## src/rtl/b_muldiv_unit_if.sv

```systemverilog
// Issue/result bundle between the control unit and the HI/LO multiply/divide unit.
// The control unit drives the master side; the unit implements the slave side.
interface b_muldiv_unit_if #(
    parameter int width = 32
);
    logic             start;
    logic [1:0]       op;
    logic [width-1:0] a;
    logic [width-1:0] b;
    logic             busy;
    logic             done;
    logic [width-1:0] hi;
    logic [width-1:0] lo;
    logic             div_zero;

    modport master (
        output start, op, a, b,
        input  busy, done, hi, lo, div_zero
    );

    modport slave (
        input  start, op, a, b,
        output busy, done, hi, lo, div_zero
    );
endinterface

```

## src/rtl/b_muldiv_unit.sv

```systemverilog
// Iterative HI/LO multiply/divide unit.
// Uses shift-add multiply and restoring divide, one bit per cycle, on operand magnitudes with a final sign fix.
module b_muldiv_unit #(
    parameter int width = 32
) (
    input  logic             clk,
    input  logic             reset,
    b_muldiv_unit_if.slave   bus
);
    localparam int CW = $clog2(width);

    typedef enum logic [1:0] {IDLE, RUN, FIX, DONE} state_t;

    state_t             state_q;
    logic [CW-1:0]      cnt_q;
    logic [1:0]         op_q;
    logic [width-1:0]   a_raw_q;
    logic [width-1:0]   a_mag_q;
    logic [width-1:0]   b_mag_q;
    logic               b_zero_q;
    logic               neg_res_q;
    logic               neg_rem_q;
    logic [2*width-1:0] p_q, p_d;
    logic               busy_q, done_q, div_zero_q;
    logic [width-1:0]   hi_q, lo_q;

    // Issue-time operand conditioning: op[0]=1 selects the unsigned variants.
    logic             is_signed;
    logic             a_neg, b_neg;
    logic [width-1:0] a_mag, b_mag;

    assign is_signed = ~bus.op[0];
    assign a_neg     = is_signed & bus.a[width-1];
    assign b_neg     = is_signed & bus.b[width-1];
    assign a_mag     = a_neg ? -bus.a : bus.a;
    assign b_mag     = b_neg ? -bus.b : bus.b;

    logic [width:0]     mul_sum;
    logic [width:0]     div_sh;
    logic [width:0]     div_rem;
    logic               div_geq;
    logic [2*width-1:0] prod_fix;
    logic [width-1:0]   quot_fix, rem_fix;

    // NOTE: every signal written here gets a default first, so no path leaves it unassigned and no latch is inferred.
    always_comb begin
        p_d     = p_q;
        mul_sum = {1'b0, p_q[2*width-1:width]} + (p_q[0] ? {1'b0, a_mag_q} : '0);
        div_sh  = {p_q[2*width-1:width], p_q[width-1]};
        div_geq = div_sh >= {1'b0, b_mag_q};
        div_rem = div_geq ? div_sh - {1'b0, b_mag_q} : div_sh;
        if (op_q[1]) begin
            p_d = {div_rem[width-1:0], p_q[width-2:0], div_geq};
        end else begin
            p_d = {mul_sum, p_q[width-1:1]};
        end
        prod_fix = neg_res_q ? -p_q : p_q;
        quot_fix = neg_res_q ? -p_q[width-1:0] : p_q[width-1:0];
        rem_fix  = neg_rem_q ? -p_q[2*width-1:width] : p_q[2*width-1:width];
    end

    // NOTE: sequential state uses non-blocking assignments only, so every register samples pre-edge values.
    always_ff @(posedge clk or posedge reset) begin
        if (reset) begin
            state_q    <= IDLE;
            cnt_q      <= '0;
            op_q       <= '0;
            a_raw_q    <= '0;
            a_mag_q    <= '0;
            b_mag_q    <= '0;
            b_zero_q   <= 1'b0;
            neg_res_q  <= 1'b0;
            neg_rem_q  <= 1'b0;
            p_q        <= '0;
            busy_q     <= 1'b0;
            done_q     <= 1'b0;
            div_zero_q <= 1'b0;
            hi_q       <= '0;
            lo_q       <= '0;
        end else begin
            case (state_q)
                IDLE, DONE: begin
                    done_q <= 1'b0;
                    if (bus.start) begin
                        state_q   <= RUN;
                        busy_q    <= 1'b1;
                        cnt_q     <= '0;
                        op_q      <= bus.op;
                        a_raw_q   <= bus.a;
                        a_mag_q   <= a_mag;
                        b_mag_q   <= b_mag;
                        b_zero_q  <= (bus.b == '0);
                        neg_res_q <= a_neg ^ b_neg;
                        neg_rem_q <= a_neg;
                        // Multiply walks the multiplier in the low half; divide shifts the dividend out of it.
                        p_q       <= {{width{1'b0}}, bus.op[1] ? a_mag : b_mag};
                    end else begin
                        state_q <= IDLE;
                    end
                end
                RUN: begin
                    p_q   <= p_d;
                    cnt_q <= cnt_q + 1'b1;
                    if (cnt_q == CW'(width - 1)) begin
                        state_q <= FIX;
                    end
                end
                FIX: begin
                    state_q <= DONE;
                    busy_q  <= 1'b0;
                    done_q  <= 1'b1;
                    if (!op_q[1]) begin
                        hi_q       <= prod_fix[2*width-1:width];
                        lo_q       <= prod_fix[width-1:0];
                        div_zero_q <= 1'b0;
                    end else if (b_zero_q) begin
                        hi_q       <= a_raw_q;
                        lo_q       <= '1;
                        div_zero_q <= 1'b1;
                    end else begin
                        hi_q       <= rem_fix;
                        lo_q       <= quot_fix;
                        div_zero_q <= 1'b0;
                    end
                end
                default: state_q <= IDLE;
            endcase
        end
    end

    assign bus.busy     = busy_q;
    assign bus.done     = done_q;
    assign bus.hi       = hi_q;
    assign bus.lo       = lo_q;
    assign bus.div_zero = div_zero_q;
endmodule

```

## src/flat_wrapper.sv

```systemverilog
// flat-port wrapper written by rule: the top's interface ports become plain ports
module b_muldiv_unit_flat 
#(
    parameter int width = 32
)
  (clk, reset, bus_start, bus_op, bus_a, bus_b, bus_busy, bus_done, bus_hi, bus_lo, bus_div_zero);
  b_muldiv_unit_if #(.width(width)) bus_i ();
  input  logic clk;
  input  logic reset;
  input wire logic [$bits(bus_i.start)-1:0] bus_start;
  input wire logic [$bits(bus_i.op)-1:0] bus_op;
  input wire logic [$bits(bus_i.a)-1:0] bus_a;
  input wire logic [$bits(bus_i.b)-1:0] bus_b;
  output wire logic [$bits(bus_i.busy)-1:0] bus_busy;
  output wire logic [$bits(bus_i.done)-1:0] bus_done;
  output wire logic [$bits(bus_i.hi)-1:0] bus_hi;
  output wire logic [$bits(bus_i.lo)-1:0] bus_lo;
  output wire logic [$bits(bus_i.div_zero)-1:0] bus_div_zero;
  assign bus_i.start = bus_start;
  assign bus_i.op = bus_op;
  assign bus_i.a = bus_a;
  assign bus_i.b = bus_b;
  assign bus_busy = bus_i.busy;
  assign bus_done = bus_i.done;
  assign bus_hi = bus_i.hi;
  assign bus_lo = bus_i.lo;
  assign bus_div_zero = bus_i.div_zero;
  b_muldiv_unit #(.width(width)) u_core (.clk(clk), .reset(reset), .bus(bus_i));
endmodule
```

## config.mk

```make
export PLATFORM = sky130hd
export DESIGN_NAME = b_muldiv_unit_flat
export DESIGN_NICKNAME = d
export VERILOG_FILES = /design/src/rtl/b_muldiv_unit_if.sv /design/src/rtl/b_muldiv_unit.sv /design/src/flat_wrapper.sv
export SDC_FILE = /design/constraint.sdc
export NUM_CORES = 1
export LEC_CHECK = 0
export CORE_MARGIN = 4
export CORE_UTILIZATION = 30
export CTS_CLUSTER_DIAMETER = 120
export DETAILED_ROUTE_END_ITERATION = 6
export PLACE_DENSITY_LB_ADDON = 0.05
export REMOVE_ABC_BUFFERS = 1
export SLEW_MARGIN = 20
export SYNTH_ARGS = -nofsm -noshare
export SYNTH_HDL_FRONTEND = slang
export SYNTH_SLANG_ARGS = --single-unit
export TNS_END_PERCENT = 100
```

## constraint.sdc

```tcl
create_clock -name clk -period 10.99 [get_ports clk]
set_input_delay 3.297 -clock clk [delete_from_list [all_inputs] [get_ports clk]]
set_output_delay 3.297 -clock clk [all_outputs]
set_load 0.02 [all_outputs]
```

**Yosys cells after proc, flatten, opt, wreduce, memory -nomap -nowiden**

Cells that the tools add are included.

- Bits in registers: 239
- Output and inout port bits: 67
- Logic and storage cells: 67
- Bits of input ports: 69

- Order comparisons: 1
- Add/subtract/negate cells: 8
- Muxes and demuxes: 25
- Reductions and logical operators: 8
- Equality and inequality tests: 6
- Bitwise logic cells: 4

Operator list:

| operator | count |
|---|---|
| $mux W32 | 11 |
| $mux W64 | 3 |
| $neg A32 Y32 | 4 |
| $pmux W64 S2 | 1 |
| $neg A64 Y64 | 1 |
| $add A32 B32 Y33 | 1 |
| $ge A33 B32 Y1 | 1 |
| $logic_not A32 Y1 | 1 |
| $sub A32 B32 Y32 | 1 |
| $pmux W5 S2 | 1 |
| $pmux W2 S3 | 1 |
| $reduce_and A2 Y1 | 3 |
| $add A5 B1 Y5 const B | 1 |
| $eq A5 B5 Y1 const B | 1 |
| $mux W5 | 1 |
| $eq A2 B2 Y1 const B | 2 |
| $mux W1 | 4 |
| $pmux W1 S2 | 2 |
| $reduce_bool A2 Y1 | 2 |
| $and A1 B1 Y1 | 2 |
| $eq A2 B1 Y1 const B | 1 |
| $logic_not A2 Y1 | 1 |
| $mux W2 | 1 |
| $ne A2 B1 Y1 const B | 1 |
| other kinds (4) | 4 |

**Longest topological paths before layout**

Gate-level depths: netlist of run 1.

- Depth in word-level cells: 6
- Gate-level depth with buffers: 15
- Depth with buffers taken out: 13

**Worst setup path after synthesis of run 1**

Ideal clock, no wire load.

- Path type: input to register
- Start: in bus_b[16]
- End: reg u_core.p_q[28]
- Required time: 10.864 ns
- Data arrival time: 5.507 ns
- Setup slack: 5.357 ns
- Library setup time: 0.126 ns
- Buffers on the path: 0
- Cell stages on the path: 9
- Path through: or4_1 -> nor4_1 -> nand2b_1 -> or3_1 -> nand2b_1 -> o21ai_0 -> xor2_1 -> mux2i_1 -> a221o_1

- Word-level cells in the longest chain between the ends: 5

Ends and longest elaborated chain:

| what | line | RTL |
|---|---|---|
| start: declaration | flat_wrapper.sv:13 | `input wire logic [$bits(bus_i.b)-1:0] bus_b;` |
| $neg A32 Y32 | b_muldiv_unit.sv:36 | `assign b_mag = b_neg ? -bus.b : bus.b;` |
| $mux W32 | b_muldiv_unit.sv:36 |  |
| $mux W32 | b_muldiv_unit.sv:96 | `p_q <= {{width{1'b0}}, bus.op[1] ? a_mag : b_mag};` |
| $mux W64 | b_muldiv_unit.sv:84 | `if (bus.start) begin` |
| $pmux W64 S2 | b_muldiv_unit.sv:81 | `case (state_q)` |
| end signal: assignment | b_muldiv_unit.sv:96 |  |
| end signal: assignment | b_muldiv_unit.sv:102 | `p_q <= p_d;` |
| end: declaration | b_muldiv_unit.sv:23 | `logic [2*width-1:0] p_q, p_d;` |

No other way between the ends. The select of a mux whose other input is x is not followed.
A chain may end at the register's enable or synchronous reset.

**Final worst setup path of run 1**

- Start: in bus_a[14]
- End: reg u_core.p_q[27]

- Word-level cells in the longest chain between the ends: 5

Ends and longest elaborated chain:

| what | line | RTL |
|---|---|---|
| start: declaration | flat_wrapper.sv:12 | `input wire logic [$bits(bus_i.a)-1:0] bus_a;` |
| $neg A32 Y32 | b_muldiv_unit.sv:35 | `assign a_mag = a_neg ? -bus.a : bus.a;` |
| $mux W32 | b_muldiv_unit.sv:35 |  |
| $mux W32 | b_muldiv_unit.sv:96 |  |
| $mux W64 | b_muldiv_unit.sv:84 |  |
| $pmux W64 S2 | b_muldiv_unit.sv:81 |  |

No other way between the ends. The select of a mux whose other input is x is not followed.

==> flow_metrics.env, run 1 <==
export IMPL_reg2reg_slack_ps=6640
export IMPL_hold_worst_slack_ps=471
export IMPL_flow_area_growth_from_synthesis_pct=16.9
export IMPL_worstSkewPairLatency_ps=580
export IMPL_leakage_nw=8.68
export IMPL_worst_ep_arrival_time_ps=6770
export IMPL_cell_area_after_layout_um2=20600
export IMPL_synthXorXnorAreaFrac_pct=9.81
export IMPL_setup_tns_final_ps=0
export IMPL_period_share_pct=57.5
export IMPL_regToRegStartpoint="u_core.p_q[31]"
export IMPL_timing_clock_skew_ps=17.5
export IMPL_design_portCount=136
export IMPL_avgViaCountPerCell=5.38
export IMPL_cts_sinks=237
export IMPL_postSynth_asyncResetShare_pct=100
export IMPL_clock_tree_buffer_depth=3
export IMPL_ff2ff_path_depth=12
export IMPL_timing_critical_path_to="u_core.p_q[27]"
export IMPL_grt_start_max_net_pins=134
export IMPL_finalHoldViolCount=0
export IMPL_cts_reportedPaths_clkPinSlew_ps=60
export IMPL_grt_first_pass_wirelength_um=102000
export IMPL_synth_mux_area_fraction_pct=6.78
export IMPL_cp_num_cells=9
export IMPL_vias_in_the_first_global_route=15500
export IMPL_place_detailed_instances=2898
export IMPL_wire_per_inst_um=22.9
export IMPL_cts_tree="built"
export IMPL_critical_path_required_ps=11450
export IMPL_gp_routability_congestion=0.854
export IMPL_hold_path_cell_count=2
export IMPL_path_cells="clkdlybuf4s50_1 > or4_1 > nor4_1 > nand3b_1 > nor3b_1 > a21oi_1 > xnor2_1 > mux2i_1 > a221o_1"
export IMPL_yosys_top_cells_area="sky130_fd_sc_hd__dfrtp_1 (34%), sky130_fd_sc_hd__nand2_1 (5.4%), sky130_fd_sc_hd__o21ai_0 (5.4%), sky130_fd_sc_hd__ha_1 (5.2%), sky130_fd_sc_hd__xor2_1 (5.0%)"
export IMPL_first_pass_iters=7
export IMPL_synth_area_per_cell_um2=8.32
export IMPL_initial_core_util_pct=30.4
export IMPL_run_status="finished, final reports clean"
export IMPL_total_of_max_cap_violations=0
export IMPL_placed_area_um2=19600
export IMPL_number_of_register_bits_inferred_by_synthesis=237
export IMPL_ys_dominant_reg_cell="sky130_fd_sc_hd__dfrtp_1"
export IMPL_synth_area_in_compound_gates_pct=21.8
export IMPL_clock_root_buffer="sky130_fd_sc_hd__clkbuf_16"
export IMPL_worst_path_max_fanout=6
export IMPL_minimum_clock_period_after_layout_ps=6320
export IMPL_mappedNetlistArea_um2=17600
export IMPL_crit_path_end_kind="flip-flop"
export IMPL_grt_setup_unrepaired="no"
export IMPL_buffer_ports_inserted=135
export IMPL_synth_top_cell_by_area="sky130_fd_sc_hd__dfrtp_1"
export IMPL_yosysTopAreaCellShare_pct=33.7
export IMPL_number_of_antenna_violations_at_the_first_check_in_global_routing=3
export IMPL_worst_pin_slew_ps=1100
export IMPL_tritoncts_num_buffers=29
export IMPL_sequential_cell_area_fraction_in_the_yosys_report_pct=33.7
export IMPL_worstSetupStartpoint="bus_a[14]"
export IMPL_finalNetCount=2308
export IMPL_power_per_cell_area_nw_per_um2=348
export IMPL_yosys_warn_count=0
export IMPL_final_max_slew_violation_count=0
export IMPL_std_cell_rows=88
export IMPL_fmaxAchievable_ghz=0.158
export IMPL_postCtsHoldBufs=0
export IMPL_critical_path_slowest_cell="sky130_fd_sc_hd__or4_1"
export IMPL_min_delay_path_class="flip-flop to flip-flop"
export IMPL_worst_path_dominant_cell_family="simple AND/OR/NAND/NOR gates"
export IMPL_detailedRoute_firstIterationViolations=1207
export IMPL_ctsHtreeMaxLevel=1
export IMPL_critical_hold_path_startpoint="u_core.a_mag_q[2]"
export IMPL_globalRoute_totalOverflow=0
export IMPL_via_count=15900
export IMPL_die_height_um=250
export IMPL_setup_buffers_after_cts=0
export IMPL_floorplan_die_area_um2=62600
export IMPL_drive_gt1_share_pct=6.63
export IMPL_setup_crit_start_kind="input port"
export IMPL_synth_cells=2116
export IMPL_synthAdderAreaFrac_pct=5.42
export IMPL_post_detailed_routing_wire_length_um=67700
export IMPL_floorplan_core_area_um2=57900
export IMPL_synth_edff_count=0
export IMPL_finalNonFillerCells=2953
export IMPL_synth_distinct_cells=84
export IMPL_report_final_setup_viol=0
export IMPL_groute_usage_overall_pct=20.9
export IMPL_vdd_drop_max_uv=191
export IMPL_synthSimpleGateAreaFrac_pct=17.8
export IMPL_die_x_extent_um=250
export IMPL_combinational_family_with_the_most_area_after_synthesis="compound AO/OA/AOI/OAI gates"
export IMPL_critPathBufInv=1
export IMPL_detail_route_drc_violations=0
export IMPL_crit_reg2reg_capture="u_core.p_q[60]"
export IMPL_post_cts_resized_instances=0
export IMPL_worst_relative_slew_slack_pct=26.0
export IMPL_critical_path_max_stage_delay_ps=640
export IMPL_post_dp_hpwl_um=50900
export IMPL_final_antenna_net_count=0
export IMPL_path_class="input port to flip-flop"
[cell type report]
class / count / area, um^2
timing repair buffer: 162 / 1570
multi-input combinational: 1663 / 10900
sequential: 237 / 5940
tap: 765 / 957
fill: 6101 / 37300
inverter: 71 / 274
clock buffer: 46 / 890
clock inverter: 8 / 68.8
antenna: 1 / 2.50
[cell families (layout without fill, tap and decap cells)]
group / count (synthesis) / count (layout)
XOR/XNOR: 197 / 197
adder cells (fa/ha/maj): 75 / 75
multiplexers: 115 / 115
AO/OA/AOI/OAI: 613 / 613
buffers and inverters: 216 / 287
AND/OR/NAND/NOR: 663 / 663
flip-flops: 237 / 237
other: 0 / 1
[sequential cells by signal (all words and copies together) (netlist names)]
name / count
u_core.a_mag_q: 32
u_core.a_raw_q: 31
u_core.b_mag_q: 32
u_core.b_zero_q: 1
u_core.bus.busy: 1
u_core.bus.div_zero: 1
u_core.bus.done: 1
u_core.bus.hi: 32
u_core.bus.lo: 32
u_core.cnt_q: 5
u_core.neg_rem_q: 1
u_core.neg_res_q: 1
u_core.op_q: 1
u_core.p_q: 64
u_core.state_q: 2
[cell usage in the layout (no fill, tap or decap), types with 9 or more instances in the layout]
cell and n:
sky130_fd_sc_hd__a211oi_1 11, sky130_fd_sc_hd__a21o_1 21, sky130_fd_sc_hd__a21oi_1 168, sky130_fd_sc_hd__a22o_1 13
sky130_fd_sc_hd__a22oi_1 9, sky130_fd_sc_hd__a31oi_1 35, sky130_fd_sc_hd__and2_1 34, sky130_fd_sc_hd__buf_4 26
sky130_fd_sc_hd__clkbuf_16 29, sky130_fd_sc_hd__clkbuf_8 10, sky130_fd_sc_hd__clkdlybuf4s50_1 135, sky130_fd_sc_hd__dfrtp_1 235
sky130_fd_sc_hd__ha_1 72, sky130_fd_sc_hd__inv_1 68, sky130_fd_sc_hd__mux2_2 33, sky130_fd_sc_hd__mux2i_1 82
sky130_fd_sc_hd__nand2_1 252, sky130_fd_sc_hd__nand2b_1 19, sky130_fd_sc_hd__nand3_1 27, sky130_fd_sc_hd__nand4_1 16
sky130_fd_sc_hd__nor2_1 180, sky130_fd_sc_hd__nor2b_1 14, sky130_fd_sc_hd__nor3_1 37, sky130_fd_sc_hd__nor4_1 15
sky130_fd_sc_hd__o211ai_1 16, sky130_fd_sc_hd__o21ai_0 188, sky130_fd_sc_hd__o21bai_1 11, sky130_fd_sc_hd__o221ai_1 11
sky130_fd_sc_hd__o31ai_1 38, sky130_fd_sc_hd__o41ai_1 12, sky130_fd_sc_hd__or3_1 15, sky130_fd_sc_hd__or4_1 10
sky130_fd_sc_hd__xnor2_1 96, sky130_fd_sc_hd__xor2_1 101
[worst min-delay path, cell delays in order, from the launching register on]
cell,delay [ps]
sky130_fd_sc_hd__dfrtp_1,330
sky130_fd_sc_hd__nand2_1,40
sky130_fd_sc_hd__o21ai_0,60
[cell usage after synthesis (33+ instances only)]
| cell type | instances |
|---|---|
| sky130_fd_sc_hd__a21oi_1 | 169 |
| sky130_fd_sc_hd__a31oi_1 | 35 |
| sky130_fd_sc_hd__and2_1 | 34 |
| sky130_fd_sc_hd__clkbuf_1 | 119 |
| sky130_fd_sc_hd__dfrtp_1 | 237 |
| sky130_fd_sc_hd__ha_1 | 73 |
| sky130_fd_sc_hd__inv_1 | 69 |
| sky130_fd_sc_hd__mux2_2 | 33 |
| sky130_fd_sc_hd__mux2i_1 | 82 |
| sky130_fd_sc_hd__nand2_1 | 253 |
| sky130_fd_sc_hd__nor2_1 | 180 |
| sky130_fd_sc_hd__nor3_1 | 37 |
| sky130_fd_sc_hd__o21ai_0 | 189 |
| sky130_fd_sc_hd__o31ai_1 | 39 |
| sky130_fd_sc_hd__xnor2_1 | 96 |
| sky130_fd_sc_hd__xor2_1 | 101 |
[worst min-delay path by stage]
stage | end | slack [ps]
after floorplan | u_core.a_mag_q[10] | 440
after global placement | u_core.a_mag_q[4] | 460
after detailed placement | u_core.a_mag_q[23] | 460
after CTS | u_core.a_mag_q[23] | 480
after global routing | u_core.cnt_q[4] | 500
final | u_core.a_mag_q[2] | 470
[per-layer routing]
| layer | up-vias | global-route usage [%] | part of all wire, % |
|---|---|---|---|
| li1 | 7625 | - | - |
| met2 | 400 | 33.8 | 46 |
| met5 | - | 0 | 0.041 |
| met1 | 7771 | 29.7 | 47 |
| met4 | 4 | 6.02 | 3.3 |
| met3 | 85 | 2.40 | 4.3 |
[report_power, final]
group / switching (W) / total, W / internal [W]
clock: 0.000409 / 0.000983 / 0.000574
sequential: 0.000530 / 0.00181 / 0.00128
combinational: 0.00266 / 0.00436 / 0.00170
[per-stage QoR]
step | setup slack (ps) | util, % | power (W)
after CTS | 4820 | 35.5 | 0.00722
after global routing | 4500 | 35.5 | 0.00774
after floorplan | 1190 | - | 0.00466
after detailed placement | 4190 | 33.9 | 0.00619
final | 4670 | 35.5 | 0.00716
after global placement | 4150 | 33.9 | 0.00617
Note: power is estimated with default switching activity, not from simulation.
==> inputs of run 2 (changes only) <==
==> constraint.sdc (replaced) <==
create_clock -name clk -period 6.54 [get_ports clk]
set_input_delay 1.962 -clock clk [delete_from_list [all_inputs] [get_ports clk]]
set_output_delay 1.962 -clock clk [all_outputs]
set_load 0.02 [all_outputs]
==> run 2 against run 1 <==
Net effect:
- utilization rose by 0.19 points
- non-clock buffer count rose by 3
- die area did not move
- total power rose by 70%
- routed wire length rose by 1.7%
- sequential power rose by 70%
- sequential share of layout area fell by 0.15 points
- register-to-register slack got worse by 4500 ps
- combinational power rose by 69%
- global-route usage rose by 0.31 points
==> flow_metrics.env, run 2 (synthesis results as in run 1) <==
export IMPL_worst_pin_slew_ps=1150
export IMPL_floorplan_core_area_um2=57900
export IMPL_grt_first_pass_wirelength_um=103000
export IMPL_initial_core_util_pct=30.4
export IMPL_total_of_max_cap_violations=0
export IMPL_detail_route_drc_violations=0
export IMPL_layout_area_seq_um2=5940
export IMPL_worst_path_max_fanout=6
export IMPL_most_frequent_standard_cell_in_the_layout_excluding_fill_and_tap_cells="sky130_fd_sc_hd__nand2_1"
export IMPL_globalRoute_totalOverflow=0
export IMPL_critical_path_max_stage_delay_ps=630
export IMPL_final_max_slew_violation_count=0
export IMPL_postCtsHoldBufs=0
export IMPL_multi_input_comb_area_um2=10900
export IMPL_clock_tree_buffer_depth=3
export IMPL_drive_gt1_share_pct=6.66
export IMPL_post_cts_resized_instances=0
export IMPL_vdd_drop_max_uv=488
export IMPL_path_cells="clkdlybuf4s50_1 > or4_1 > nor4_1 > nand3b_1 > nor3b_1 > a21oi_1 > xnor2_1 > mux2i_1 > a221o_1"
export IMPL_minimum_clock_period_after_layout_ps=4810
export IMPL_crit_reg2reg_capture="u_core.p_q[60]"
export IMPL_critPathBufInv=1
export IMPL_cts_sinks=237
export IMPL_timing_clock_skew_ps=17.7
export IMPL_flow_area_growth_from_synthesis_pct=17.5
export IMPL_power_per_cell_area_nw_per_um2=589
export IMPL_worstSetupStartpoint="bus_a[14]"
export IMPL_avgViaCountPerCell=5.38
export IMPL_finalNonFillerCells=2959
export IMPL_design_portCount=136
export IMPL_worstSkewPairLatency_ps=590
export IMPL_tritoncts_num_buffers=30
export IMPL_buffer_ports_inserted=135
export IMPL_period_share_pct=73.6
export IMPL_regToRegStartpoint="u_core.p_q[31]"
export IMPL_grt_setup_unrepaired="no"
export IMPL_detailedRoute_firstIterationViolations=1138
export IMPL_nFillCells=6033
export IMPL_ctsHtreeMaxLevel=1
export IMPL_run_status="finished, final reports clean"
export IMPL_die_x_extent_um=250
export IMPL_finalNetCount=2312
export IMPL_setup_crit_start_kind="input port"
export IMPL_setup_buffers_after_cts=0
export IMPL_leakage_nw=8.72
export IMPL_report_final_setup_viol=0
export IMPL_via_count=15900
export IMPL_clock_root_buffer="sky130_fd_sc_hd__clkbuf_16"
export IMPL_crit_path_end_kind="flip-flop"
export IMPL_cts_reportedPaths_clkPinSlew_ps=60
export IMPL_worst_ep_arrival_time_ps=5280
export IMPL_die_height_um=250
export IMPL_final_antenna_net_count=0
export IMPL_ff2ff_path_depth=12
export IMPL_timing_critical_path_to="u_core.p_q[27]"
export IMPL_finalCoreUtilization_pct=35.7
export IMPL_worst_path_dominant_cell_family="simple AND/OR/NAND/NOR gates"
export IMPL_worst_relative_slew_slack_pct=22.7
export IMPL_first_pass_iters=6
export IMPL_finalHoldViolCount=0
export IMPL_fmaxAchievable_ghz=0.208
export IMPL_gp_routability_congestion=0.868
export IMPL_number_of_antenna_violations_at_the_first_check_in_global_routing=4
export IMPL_layout_common_cells="sky130_fd_sc_hd__nand2_1 (252), sky130_fd_sc_hd__dfrtp_1 (235), sky130_fd_sc_hd__o21ai_0 (188), sky130_fd_sc_hd__nor2_1 (180), sky130_fd_sc_hd__a21oi_1 (168)"
export IMPL_top_register="u_core.p_q"
export IMPL_groute_usage_overall_pct=21.2
export IMPL_number_of_flip_flops_in_the_largest_register=64
export IMPL_post_dp_hpwl_um=52300
export IMPL_cts_tree="built"
export IMPL_reg2reg_slack_ps=2180
export IMPL_cp_num_cells=9
export IMPL_std_cell_rows=88
export IMPL_place_detailed_instances=2901
export IMPL_vias_in_the_first_global_route=15600
export IMPL_post_detailed_routing_wire_length_um=68900
export IMPL_wire_per_inst_um=23.3
export IMPL_critical_path_required_ps=7000
export IMPL_critical_path_slowest_cell="sky130_fd_sc_hd__or4_1"
export IMPL_min_delay_path_class="flip-flop to flip-flop"
export IMPL_grt_start_max_net_pins=91
export IMPL_floorplan_die_area_um2=62600
export IMPL_path_class="input port to flip-flop"
## run 2: worst register-to-register path: cells and delay by family, from the launching register on
family / cells / cell delay, ps
AOI/OAI and AO/OA: 7 / 2530
adders and majority gates: 2 / 650
DFF: 1 / 430
buffers and inverters: 2 / 390
xor gates and xnor gates: 1 / 190
## run 2: power by group
group / total, W / switching [W] / internal, W
Sequential: 0.00308 / 0.000932 / 0.00215
Clock: 0.00174 / 0.000698 / 0.00105
Combinational: 0.00736 / 0.00447 / 0.00288
## run 2: layer usage
metal | share of wire, % | GRT usage [%]
met5 | 0.052 | 0
met1 | 46 | 30.1
met4 | 3.1 | 5.48
met2 | 46 | 34.1
met3 | 4.8 | 3.13
## run 2: cell type report
type,instances,share of cell area [%]
Multi-Input combinational cell,1663,52.7
Sequential cell,237,28.7
Timing Repair Buffer,165,7.74
Tap cell,765,4.63
Clock buffer,51,4.55
Inverter,71,1.32
Clock inverter,5,0.375
Antenna cell,2,0.0242
## run 2: metrics by stage
step                      setup WS, ps  total power [W]  hold WS, ps  cell area (um^2)  TNS (ps)
final                             1730           0.0122          468             20700         0
after global routing              1600           0.0132          492             20700         0
after CTS                         1900           0.0123          475             20700         0
after detailed placement          1280           0.0104          462             19600         0
after global placement            1340           0.0104          457             19600         0
after floorplan                  -1930          0.00783          442             17000   -461110
## run 2: how the worst min path moves through the flow
stage,from,endpoint,slack (ps),cells after the start
final,u_core.a_mag_q[5],u_core.a_mag_q[5],470,2
after global routing,u_core.b_mag_q[2],u_core.b_mag_q[2],490,2
after CTS,u_core.a_mag_q[17],u_core.a_mag_q[17],480,2
after detailed placement,u_core.a_mag_q[17],u_core.a_mag_q[17],460,2
after global placement,u_core.a_mag_q[17],u_core.a_mag_q[17],460,2
after floorplan,u_core.a_mag_q[10],u_core.a_mag_q[10],440,2
==> inputs of run 3 (changes only) <==
==> constraint.sdc (replaced) <==
create_clock -name clk -period 4.3 [get_ports clk]
set_input_delay 1.29 -clock clk [delete_from_list [all_inputs] [get_ports clk]]
set_output_delay 1.29 -clock clk [all_outputs]
set_load 0.02 [all_outputs]
==> run 3 against run 2 <==
Net effect:
- clock-buffer cell count down 11
- largest cell class unchanged
- largest power group unchanged
- design area rose by 3.5%
- combinational power up 62%
- highest routed layer is now met4
==> flow_metrics.env, run 3 (synthesis results as in run 1) <==
export IMPL_run_status="finished, final reports clean"
export IMPL_number_of_antenna_violations_at_the_first_check_in_global_routing=0
export IMPL_drive_gt1_share_pct=10.5
export IMPL_worst_relative_slew_slack_pct=30.3
export IMPL_crit_reg2reg_capture="u_core.p_q[54]"
export IMPL_leakage_nw=9.20
export IMPL_top_register="u_core.p_q"
export IMPL_critical_path_required_ps=4770
export IMPL_flow_area_growth_from_synthesis_pct=21.7
export IMPL_post_detailed_routing_wire_length_um=69900
export IMPL_most_frequent_standard_cell_in_the_layout_excluding_fill_and_tap_cells="sky130_fd_sc_hd__nand2_1"
export IMPL_wire_per_inst_um=22.9
export IMPL_die_x_extent_um=250
export IMPL_buffer_ports_inserted=135
export IMPL_grt_first_pass_wirelength_um=104000
export IMPL_via_count=16400
export IMPL_detailedRoute_firstIterationViolations=1363
export IMPL_min_delay_path_class="flip-flop to flip-flop"
export IMPL_power_per_cell_area_nw_per_um2=891
export IMPL_floorplan_die_area_um2=62600
export IMPL_worst_path_max_fanout=5
export IMPL_path_class="flip-flop to flip-flop"
export IMPL_nFillCells=6132
export IMPL_groute_usage_overall_pct=21.4
export IMPL_report_final_setup_viol=0
export IMPL_postCtsHoldBufs=0
export IMPL_total_of_max_cap_violations=0
export IMPL_reg2reg_slack_ps=170
export IMPL_gp_routability_congestion=0.878
export IMPL_ff2ff_path_depth=14
export IMPL_cts_sinks=237
export IMPL_cts_tree="built"
export IMPL_place_detailed_instances=2992
export IMPL_detail_route_drc_violations=0
export IMPL_grt_start_max_net_pins=94
export IMPL_initial_core_util_pct=30.4
export IMPL_fmaxAchievable_ghz=0.242
export IMPL_ctsHtreeMaxLevel=1
export IMPL_design_portCount=136
export IMPL_timing_clock_skew_ps=10.0
export IMPL_std_cell_rows=88
export IMPL_layout_common_cells="sky130_fd_sc_hd__nand2_1 (252), sky130_fd_sc_hd__dfrtp_1 (235), sky130_fd_sc_hd__o21ai_0 (188), sky130_fd_sc_hd__nor2_1 (180), sky130_fd_sc_hd__a21oi_1 (168)"
export IMPL_finalWorstSetupSlack_ps=172
export IMPL_placement_setup_worst_slack_ps=-90.0
export IMPL_clock_tree_buffer_depth=3
export IMPL_finalHoldViolCount=0
export IMPL_final_max_slew_violation_count=0
export IMPL_minimum_clock_period_after_layout_ps=4130
export IMPL_insertedDiodeCount=0
export IMPL_tritoncts_num_buffers=30
export IMPL_vdd_drop_max_uv=504
export IMPL_setup_crit_start_kind="flip-flop"
export IMPL_number_of_flip_flops_in_the_largest_register=64
export IMPL_worst_ep_arrival_time_ps=4600
export IMPL_worst_pin_slew_ps=1040
export IMPL_crit_path_end_kind="flip-flop"
export IMPL_post_cts_resized_instances=0
export IMPL_finalNetCount=2403
export IMPL_hold_end="u_core.a_mag_q[10]"
export IMPL_post_dp_hpwl_um=54100
export IMPL_period_share_pct=96.0
export IMPL_finalNonFillerCells=3046
export IMPL_floorplan_core_area_um2=57900
export IMPL_clock_root_buffer="sky130_fd_sc_hd__clkbuf_16"
export IMPL_grt_setup_unrepaired="no"
export IMPL_regToRegStartpoint="u_core.p_q[31]"
export IMPL_setup_buffers_after_cts=0
export IMPL_cts_reportedPaths_clkPinSlew_ps=60
export IMPL_final_antenna_net_count=0
export IMPL_critical_hold_path_startpoint="u_core.a_mag_q[10]"
export IMPL_worstSkewPairLatency_ps=580
export IMPL_first_pass_iters=6
export IMPL_die_height_um=250
export IMPL_vias_in_the_first_global_route=15900
export IMPL_avgViaCountPerCell=5.40
export IMPL_hold_path_cell_count=2
export IMPL_globalRoute_totalOverflow=0
## run 3: cell count changes in the layout (fill, tap and decap cells not counted)
cell	before	now
sky130_fd_sc_hd__diode_2	2	0
sky130_fd_sc_hd__ha_4	1	0
sky130_fd_sc_hd__buf_12	2	4
sky130_fd_sc_hd__ha_2	0	1
sky130_fd_sc_hd__buf_4	28	117
sky130_fd_sc_hd__clkbuf_8	9	2
sky130_fd_sc_hd__bufinv_16	2	6
sky130_fd_sc_hd__clkbuf_1	11	7
sky130_fd_sc_hd__clkinv_2	2	7
## run 3: per-layer routing
layer	track usage [%]	wire (um)	up-vias
met5	0	0	-
met4	6.69	2550	0
met3	2.32	3100	80
met2	34.8	32100	446
met1	30.1	32100	8095
li1	-	-	7824
## run 3: stage by stage
step	setup TNS [ps]	utilization, %	area (um^2)	power (W)	hold WS, ps
after global routing	0	37.0	21400	0.0205	502
after CTS	0	37.0	21400	0.0192	476
after floorplan	-883960	-	17000	0.0119	442
after global placement	-26.5	35.1	20400	0.0163	457
final	0	37.0	21400	0.0191	472
after detailed placement	-166	35.1	20400	0.0163	463
## run 3: worst max-delay path: stages (launching register included)
cell                       delay [ps]
sky130_fd_sc_hd__dfrtp_1          450
sky130_fd_sc_hd__inv_1            290
sky130_fd_sc_hd__ha_1             260
sky130_fd_sc_hd__inv_1             70
sky130_fd_sc_hd__fa_1             400
sky130_fd_sc_hd__a21o_1           190
sky130_fd_sc_hd__a221oi_1         430
sky130_fd_sc_hd__buf_4            210
sky130_fd_sc_hd__a211oi_1          80
sky130_fd_sc_hd__nor2_1           250
sky130_fd_sc_hd__o21bai_1         210
sky130_fd_sc_hd__a21boi_0         580
sky130_fd_sc_hd__o21bai_1         180
sky130_fd_sc_hd__xnor2_1          150
sky130_fd_sc_hd__o311ai_0         260
## run 3: area by class of cell
cell class	count	area [um^2]	area share (%)
Multi-Input combinational cell	1663	10900	50.8
Sequential cell	237	5940	27.7
Timing Repair Buffer	256	2310	10.8
Tap cell	765	957	4.47
Clock buffer	40	830	3.87
Inverter	71	274	1.28
Clock inverter	14	223	1.04
## run 3: worst max-delay path by stage
stage	startpoint	endpoint	slack [ps]	cells past startpoint
6_report	u_core.p_q[31]	u_core.p_q[54]	170	14
5_1_grt	u_core.p_q[31]	u_core.p_q[54]	20	14
4_1_cts	u_core.p_q[31]	u_core.p_q[54]	230	14
3_5_place_dp	bus_b[16]	u_core.p_q[30]	-90	10
3_3_place_gp	bus_b[16]	u_core.p_q[30]	-20	10
2_1_floorplan	reset	u_core.a_mag_q[0]	-3490	1
## run 3: report_power, final
part | switching, W | internal [W] | leakage, nW
registers | 0.00107 | 0.00328 | 2.92
clock network | 0.00107 | 0.00170 | 0.517
logic | 0.00726 | 0.00469 | 5.76
total | 0.00940 | 0.00967 | 9.20
